--- config.mk ---
export PLATFORM = sky130hd
export DESIGN_NAME = thermo_fill_monitor
export DESIGN_NICKNAME = d
export VERILOG_FILES = /design/src/rtl/thermo_fill_monitor_pkg.sv /design/src/rtl/thermo_fill_monitor_to_bin.sv /design/src/rtl/thermo_fill_monitor.sv
export SDC_FILE = /design/constraint.sdc
export NUM_CORES = 1
export LEC_CHECK = 0
export CAP_MARGIN = 40
export CORE_MARGIN = 2
export CORE_UTILIZATION = 50
export DETAILED_ROUTE_END_ITERATION = 12
export PLACE_DENSITY_LB_ADDON = 0.12
export SLEW_MARGIN = 10
export SYNTH_ARGS = -nofsm -noshare
export SYNTH_HDL_FRONTEND = slang
export SYNTH_SLANG_ARGS = --single-unit
--- constraint.sdc ---
create_clock -name clk -period 3.09 [get_ports clk]
set_clock_uncertainty 0.1 [all_clocks]
set_input_delay 0.927 -clock clk [delete_from_list [all_inputs] [get_ports clk]]
set_output_delay 0.927 -clock clk [all_outputs]
set_load 0.005 [all_outputs]
--- src/rtl/thermo_fill_monitor_pkg.sv ---
// Shared definitions for the thermometer fill monitor: FSM state encoding,
// default geometry and the legal-vector mask helper.
// The optional error counter on the top level is enabled by FILL_ERR_CNT_EN.
package thermo_pkg;

  typedef enum logic [1:0] {
    ST_EMPTY = 2'd0,
    ST_FILL  = 2'd1,
    ST_FULL  = 2'd2,
    ST_ERROR = 2'd3
  } state_e;

  localparam int DEF_WIDTH = 5;
  localparam int DEF_CNT_W = 8;
  localparam int ERR_CNT_W = 8;

  // Legal thermometer vector holding k ones packed from the LSB (2^k - 1).
  function automatic logic [31:0] thermo_mask(input int k);
    if (k >= 32) begin
      return '1;
    end
    return (32'd1 << k) - 32'd1;
  endfunction

endpackage

--- src/rtl/thermo_fill_monitor_to_bin.sv ---
// Combinational thermometer-to-binary decoder. legal is set only for
// vectors of contiguous ones from the LSB; k is the count of ones in that
// case and 0 otherwise. Shared with other thermometer consumers.
module thermo_to_bin
  import thermo_pkg::*;
#(
  parameter int WIDTH = DEF_WIDTH,
  parameter int LVL_W = $clog2(WIDTH + 1)
) (
  input  logic [WIDTH-1:0] vec,
  output logic             legal,
  output logic [LVL_W-1:0] k
);

  logic [31:0] mask;

  // Compare against every legal pattern; at most one can match.
  always_comb begin
    legal = 1'b0;
    k     = '0;
    mask  = '0;
    for (int i = 0; i <= WIDTH; i++) begin
      mask = thermo_mask(i);
      if (vec == mask[WIDTH-1:0]) begin
        legal = 1'b1;
        k     = LVL_W'(i);
      end
    end
  end

endmodule

--- src/rtl/thermo_fill_monitor.sv ---
// Fill monitor for a thermometer-coded shift register. Each valid sample is
// decoded, checked for legality (no bubbles, level rises by at most one per
// sample, or drops straight to zero), and tracked through EMPTY/FILL/FULL/
// ERROR. Every FILL->FULL transition produces a record carrying the number
// of valid samples spent filling.
//
// Event handshake: evt_valid rises when a record is loaded and stays high,
// with evt_cycles held stable, until a rising clk edge sees evt_valid and
// evt_ready both high; that edge consumes the record. A new full event on the
// same edge as a consume is loaded; a full event while a record is still
// pending (and not being consumed) is dropped and sets the sticky overrun.
//
// clr_err takes priority over the sample in the same cycle: it returns the
// monitor to EMPTY with level 0, clears overrun and the fill counter, and
// ignores fill_in for that cycle. A pending event record is unaffected.
//
// Build option FILL_ERR_CNT_EN: adds err_count, a saturating count of
// detected errors that keeps counting while in ERROR.
module thermo_fill_monitor
  import thermo_pkg::*;
#(
  parameter int WIDTH = DEF_WIDTH,
  parameter int LVL_W = $clog2(WIDTH + 1),
  parameter int CNT_W = DEF_CNT_W
) (
  input  logic             clk,
  input  logic             rst,
  input  logic [WIDTH-1:0] fill_in,
  input  logic             in_valid,
  input  logic             clr_err,
  output logic [LVL_W-1:0] level,
  output logic             empty,
  output logic             full,
  output logic             err,
  output logic             overrun,
  output logic             evt_valid,
  input  logic             evt_ready,
  output logic [CNT_W-1:0] evt_cycles,
  output logic [1:0]       state_dbg
`ifdef FILL_ERR_CNT_EN
  ,
  output logic [ERR_CNT_W-1:0] err_count
`endif
);

  localparam logic [LVL_W-1:0] K_FULL = LVL_W'(WIDTH);

  state_e           state_q, state_d;
  logic [LVL_W-1:0] level_q, level_d;
  logic [CNT_W-1:0] cnt_q, cnt_d;
  logic             evt_valid_q, evt_valid_d;
  logic [CNT_W-1:0] evt_cycles_q, evt_cycles_d;
  logic             overrun_q, overrun_d;

  logic             dec_legal;
  logic [LVL_W-1:0] dec_k;
  logic             step_ok;
  logic             full_evt;
  logic [LVL_W:0]   k_ext;
  logic [LVL_W:0]   lvl_ext;
  logic [LVL_W:0]   lvl_inc;

  thermo_to_bin #(
    .WIDTH (WIDTH),
    .LVL_W (LVL_W)
  ) u_dec (
    .vec   (fill_in),
    .legal (dec_legal),
    .k     (dec_k)
  );

  // A sample is acceptable when it is a legal vector that holds the level,
  // rises by one, or restarts at zero.
  always_comb begin
    k_ext   = {1'b0, dec_k};
    lvl_ext = {1'b0, level_q};
    lvl_inc = lvl_ext + (LVL_W + 1)'(1);
    step_ok = dec_legal &&
              ((dec_k == '0) || (k_ext == lvl_ext) || (k_ext == lvl_inc));
  end

  // Next-state, level, fill counter and event bookkeeping.
  always_comb begin
    state_d      = state_q;
    level_d      = level_q;
    cnt_d        = cnt_q;
    overrun_d    = overrun_q;
    evt_cycles_d = evt_cycles_q;
    evt_valid_d  = evt_valid_q && !evt_ready;
    full_evt     = 1'b0;

    if (clr_err) begin
      state_d   = ST_EMPTY;
      level_d   = '0;
      cnt_d     = '0;
      overrun_d = 1'b0;
    end else if (in_valid && (state_q != ST_ERROR)) begin
      if (!step_ok) begin
        state_d = ST_ERROR;
      end else begin
        level_d = dec_k;
        if (dec_k == '0) begin
          state_d = ST_EMPTY;
        end else if (dec_k == K_FULL) begin
          state_d = ST_FULL;
        end else begin
          state_d = ST_FILL;
        end

        // Count every sample from leaving EMPTY up to and including the one
        // that reaches FULL; the count restarts whenever the fill drops to 0.
        if (state_d == ST_EMPTY) begin
          cnt_d = '0;
        end else if ((state_q != ST_FULL) && (cnt_q != '1)) begin
          cnt_d = cnt_q + CNT_W'(1);
        end

        full_evt = (state_d == ST_FULL) && (state_q != ST_FULL);
      end
    end

    if (full_evt) begin
      if (!evt_valid_d) begin
        evt_valid_d  = 1'b1;
        evt_cycles_d = cnt_d;
      end else begin
        overrun_d = 1'b1;
      end
    end
  end

  // State register; rst discards everything, including a pending record.
  always_ff @(posedge clk or posedge rst) begin
    if (rst) begin
      state_q      <= ST_EMPTY;
      level_q      <= '0;
      cnt_q        <= '0;
      evt_valid_q  <= 1'b0;
      evt_cycles_q <= '0;
      overrun_q    <= 1'b0;
    end else begin
      state_q      <= state_d;
      level_q      <= level_d;
      cnt_q        <= cnt_d;
      evt_valid_q  <= evt_valid_d;
      evt_cycles_q <= evt_cycles_d;
      overrun_q    <= overrun_d;
    end
  end

`ifdef FILL_ERR_CNT_EN
  logic [ERR_CNT_W-1:0] err_cnt_q, err_cnt_d;
  logic                 bad_sample;

  // Error detection here also runs in ERROR, against the held level.
  always_comb begin
    bad_sample = in_valid && !clr_err && !step_ok;
    err_cnt_d  = err_cnt_q;
    if (clr_err) begin
      err_cnt_d = '0;
    end else if (bad_sample && (err_cnt_q != '1)) begin
      err_cnt_d = err_cnt_q + ERR_CNT_W'(1);
    end
  end

  // Error counter register.
  always_ff @(posedge clk or posedge rst) begin
    if (rst) begin
      err_cnt_q <= '0;
    end else begin
      err_cnt_q <= err_cnt_d;
    end
  end

  assign err_count = err_cnt_q;
`endif

  assign level      = level_q;
  assign empty      = (state_q == ST_EMPTY);
  assign full       = (state_q == ST_FULL);
  assign err        = (state_q == ST_ERROR);
  assign overrun    = overrun_q;
  assign evt_valid  = evt_valid_q;
  assign evt_cycles = evt_cycles_q;
  assign state_dbg  = state_q;

endmodule

* Word level (Yosys, flattened, before mapping) *
Index checks and enable logic that the tools add are counted.

word-level totals
  bits of input ports = 10
  bits in registers = 23

operators by class
  add/sub/neg operators = 2
  bitwise operators = 1
  reduce and logical (&&, ||, !) cells = 16
  eq/ne operators = 14
  multiplexer cells = 34

operator list
  cell                                                 count
  two-way mux 8 bit                                    5
  two-way mux 2 bit                                    10
  two-way mux 3 bit                                    5
  two-way mux 1 bit                                    14
  adder 8 x 1 -> 8 bit, second input constant          1
  != test 8 bit, second input constant                 1
  equality test 2 bit, second input constant           3
  equality test 5 x 1 -> 1 bit, second input constant  1
  equality test 5 x 2 -> 1 bit, second input constant  1
  equality test 5 x 3 -> 1 bit, second input constant  1
  equality test 5 x 4 -> 1 bit, second input constant  1
  equality test 5 bit, second input constant           1
  logical AND 1 bit                                    5
  logical NOT 5 bit                                    1
  adder 3 x 1 -> 4 bit, second input constant          1
  equality test 3 x 4 -> 1 bit                         1
  logical NOT 2 bit                                    2
  != test 2 bit, second input constant                 2
  AND reduction 2 bit                                  2
  nonzero test 2 bit                                   2
  equality test 3 bit                                  1
  equality test 3 bit, second input constant           1
  logical NOT 3 bit                                    1
  logical OR 1 bit                                     2
  2 further kinds                                      2

* Depth between registers and ports, before layout *
  depth after elaboration = 19
  gate-level depth with buffers = 9

* Hierarchy *
Synthesis repeated with hierarchy kept, for this count alone.

second synthesis, totals
  cell total of the unflattened synthesis = 164
  area total of the unflattened synthesis = 1557.7 um^2

modules (own cells, without submodules)
  module               cells an instance  area an instance (um^2)  instances  seq. area each (um^2)
  thermo_fill_monitor  153                1497.7                   1          575.6
  thermo_to_bin        11                 60.1                     1          0.0

* Worst setup path after synthesis *
Ideal clock, no wire load.

  path kind = input to register
  start point = in fill_in[3]
  end point = reg evt_cycles_q[0] (netlist: evt_cycles[0])
  required time = 2.865 ns
  stages = 8
  path buffers = 1
  data arrival time = 2.945 ns
  setup slack = -0.080 ns
  cell sequence = buf_2 > and4bb_2 > xnor2_2 > nand3_1 > o311ai_2 > nand3_1 > nor3_4 > mux2_2

on the way
  longest elaborated chain between the ends = 18
  elaborated cells between the ends (all ways) = 40
  those cells by class = eq/ne: 9; mux: 23; reduce/logical: 8

RTL lines
  item                                  RTL line                          RTL
  start: declaration                    thermo_fill_monitor.sv:28         input logic [WIDTH-1:0] fill_in,
  equality test 5 x 1 -> 1 bit          thermo_fill_monitor_to_bin.sv:24  if (vec == mask[WIDTH-1:0]) begin
  two-way mux 1 bit                     thermo_fill_monitor_to_bin.sv:24
  two-way mux 2 bit (2 in a row)        thermo_fill_monitor_to_bin.sv:24
  two-way mux 3 bit (2 in a row)        thermo_fill_monitor_to_bin.sv:24
  equality test 3 bit                   thermo_fill_monitor.sv:104        end else if (dec_k == K_FULL) begin
  two-way mux 2 bit                     thermo_fill_monitor.sv:104
  two-way mux 2 bit                     thermo_fill_monitor.sv:102        if (dec_k == '0) begin
  two-way mux 2 bit                     thermo_fill_monitor.sv:98         if (!step_ok) begin
  two-way mux 2 bit                     thermo_fill_monitor.sv:97         end else if (in_valid && (state_q != ST_ERROR)) begin
  two-way mux 2 bit                     thermo_fill_monitor.sv:92         if (clr_err) begin
  equality test 2 bit                   thermo_fill_monitor.sv:118        full_evt = (state_d == ST_FULL) && (state_q != ST_FULL);
  logical AND 1 bit                     thermo_fill_monitor.sv:118
  two-way mux 1 bit                     thermo_fill_monitor.sv:98
  two-way mux 1 bit                     thermo_fill_monitor.sv:97
  two-way mux 1 bit                     thermo_fill_monitor.sv:92
  AND reduction 2 bit (no source line)  n/a
  end signal: assignment                thermo_fill_monitor.sv:146        evt_cycles_q <= evt_cycles_d;
  end: declaration                      thermo_fill_monitor.sv:52         logic [CNT_W-1:0] evt_cycles_q, evt_cycles_d;

Parallel ways exist; a longest one is shown, timed or not. The select of a mux whose other input is x is not followed.
A chain may end at the register's enable or synchronous reset.

* Worst setup path in the final report *
  start point = in fill_in[2]
  end point = reg evt_cycles_q[7] (netlist: evt_cycles[7])

The elaborated chain is that of the path after synthesis.

==> flow_summary.yaml <==
outcome:
  outcome: "finished, final reports clean"
clock_tree:
  clockRootBuffer: "clkbuf_4"
  cts-buffers-inserted: 3
  htreeDepth: 1
  clockBufferDepth: 2
  cts_tree: "yes"
  path_clk_slew_ns: 0.13
  hold_buffers: 0
  worstSkewPairLatency_ns: 0.32
  cts_sinks: 23
layout:
  fin_util_pct: 75.2
  insertedDiodeCount: 0
  nFillCells: 223
  syn_to_final_growth_pct: 44.7
  drive_gt1_share_pct: 33.2
  finalNetCount: 236
min_path:
  hold_class: "reg2reg"
  min_from: "evt_cycles[6]"
  hold_end: "evt_cycles[6]"
  hold_depth: 1
sta:
  tightest_slew_ns: 0.424
  hold_viol: 0
  setup_viol: 0
  worst_hold_slack_ns: 0.422
  rsz0062_at_grt: "true"
  layout_setup_ws_ns: 0.0584
  final_max_slew_viol_count: 0
  clock.fmax_ghz: 0.330
  finalSetupTns_ns: 0
  post-route-period-util_pct: 98.1
  maxSlewHeadroom_pct: 71.7
  fin_crit_ns: 3.03
yosys:
  synth_nets: 175
  synth.cell_area_um2: 1570
  synthArstFlopShare_pct: 100
  synth_cell_types: 55
  synth_edf_count: 0
  avgSynthCellArea_um2: 9.66
  seq_area_frac_synth_pct: 36.6
  synth_top_area_cell: "dfrtp_1"
  synth.area.top_cells: "dfrtp_1, nand2_1, nand3_1"
  ys_seq_elements: 23
  synth_cells: 163
  synth_top_area_share_pct: 36.6
  synth_ff_type: "dfrtp_1"
  yosys_warnings: 0
setup_path:
  crit_chain: "dlygate4sd2_1 > or4_4 > o22ai_2 > nand4_1 > a32o_2 > o311a_1 > a211oi_2 > mux2i_1"
  arrival_ns: 3.14
  worstSetupPathType: "in2reg"
  path_max_fanout: 5
  cpPeakStageDelay_ns: 0.57
  timing.rr.end: "evt_cycles[7]"
  r2r-start: "level[0]"
  critPathLaunchType: "input pin"
  rrSetupSlack_ns: 0.44
  crit_slowest_cell: "or4_4"
  cp.required_ns: 3.19
  reg2reg_depth: 8
  cp-end-kind: "flop"
routing:
  wl_per_cell_um: 16.0
  drc: 0
  vias: 1549
  dr.pass1.iters: 4
  vias_per_cell: 5.80
  drt_iter0_markers: 104
  ant_nets: 0
  wirelength_um: 4270
die:
  dieArea_um2: 3610
  initial_core_util_pct: 52.0
  core_area_um2: 3030
  dieHeight_um: 60.1
  core.rowCount: 20
  fp.dieW_um: 60.1
  io_pins: 28
pwr:
  p_leak_uw: 0.000971
  irDropWorstVdd_mv: 0.313
  power_density_nw_per_um2: 272
placed_design:
  pre_cts_slack_ns: -0.720
  globalplace.congestion: 0.902
  io_buffers: 27
  dp.final_hpwl_um: 3170
run:
  maxCapViolCount: 0
grt:
  grt_pass1_vias: 1493
  grt-ovfl-total: 0
  grt_max_degree: 13
  grt_pass1_wl_um: 6990
  gr-usage-all-layers_pct: 26.2
  grt_antenna_before_repair: 0
[kinds of logic (layout without fill, tap and decap cells)]
| family | Yosys count | in the layout | share of synthesized area, % |
|---|---|---|---|
| xor+xnor | 6 | 6 | 4.69 |
| compound gates | 41 | 42 | 21.5 |
| flops | 23 | 23 | 36.6 |
| mux | 8 | 8 | 5.72 |
| simple gates | 67 | 67 | 24.9 |
| fa+ha+maj | 2 | 2 | 1.59 |
| buf+inv | 16 | 75 | 5.01 |
[synthesized netlist by cell type, types with 3 or more instances]
| cell type | number |
|---|---|
| dfrtp_1 | 23 |
| nand2b_1 | 5 |
| o21ai_0 | 3 |
| nor2b_1 | 7 |
| mux2_2 | 4 |
| nor2_1 | 6 |
| xnor2_1 | 3 |
| o31ai_1 | 5 |
| nand4_1 | 3 |
| a21oi_1 | 8 |
| buf_2 | 3 |
| nand2_1 | 18 |
| and3_1 | 4 |
| inv_1 | 9 |
| mux2i_1 | 3 |
| nand3_1 | 9 |
[layout make-up]
cell class	instances	area (µm²)	area share [%]
clock buffer	4	26.3	1.15
multi-input combinational	125	1060	46.4
sequential	23	576	25.3
tap	44	55.1	2.42
inverter	9	33.8	1.48
timing repair buffer	62	531	23.3
[per-stage QoR]
step | std cells | cell area [µm²] | total power [µW]
finish | 267 | 2280 | 620
CTS | 265 | 2240 | 618
global placement | 257 | 2080 | 466
floorplan | 163 | 1580 | 397
global route | 267 | 2280 | 651
detailed placement | 257 | 2080 | 470
[timing repair]
| action | in CTS | in global routing |
|---|---|---|
| pin swaps | 14 | 5 |
| cloned | 1 | 0 |
| setup buffers | 3 | 2 |
| setup endpoints to repair | 18 | 9 |
| gates resized for setup | 22 | 4 |
[report_power, final]
| group | leakage [µW] | internal (µW) | switching (µW) |
|---|---|---|---|
| sequential | 0.000305 | 307 | 6.34 |
| combinational | 0.000651 | 84.0 | 85.8 |
| clock | 0.0000150 | 50.4 | 86.4 |
[placed cells by master (no fill, tap or decap), types with 5 or more instances in the layout]
master / Yosys / final
buf_4: 0 / 34
dfrtp_1: 23 / 23
clkdlybuf4s50_1: 0 / 22
nand2_1: 18 / 18
inv_1: 9 / 9
nor2b_1: 7 / 7
nand3_1: 9 / 7
a21oi_1: 8 / 7
nor2_1: 6 / 6
nand2b_1: 5 / 5
dlygate4sd2_1: 0 / 5
[sequential cells by signal, indices dropped and copies added (netlist names)]
| signal | flops |
|---|---|
| state_dbg | 2 |
| evt_cycles | 8 |
| evt_valid | 1 |
| cnt_q | 8 |
| level | 3 |
| overrun | 1 |
[routing by layer]
| layer | track usage, % | vias up | routed length (µm) |
|---|---|---|---|
| met5 | 0 | - | 0 |
| met4 | 11.4 | 0 | 120 |
| met2 | 44.6 | 52 | 2180 |
| met3 | 2.38 | 12 | 169 |
| met1 | 33.7 | 746 | 1790 |
| li1 | - | 739 | - |
[worst max-delay path by stage]
stage,from,endpoint,depth (start not counted)
after global placement,fill_in[2],evt_cycles[7],8
after floorplan,fill_in[3],evt_cycles[3],9
after CTS,fill_in[2],evt_cycles[7],8
after detailed placement,fill_in[2],evt_cycles[7],8
final,fill_in[2],evt_cycles[7],8
after global routing,fill_in[3],evt_cycles[1],11
[critical path: cells and delay by family]
kind	cells	cell delay, ns
AND/OR/NAND/NOR	2	0.72
multiplexers	1	0.12
buffers and inverters	1	0.27
AO/OA/AOI/OAI	4	1.09
(Power assumes the default switching activity.)
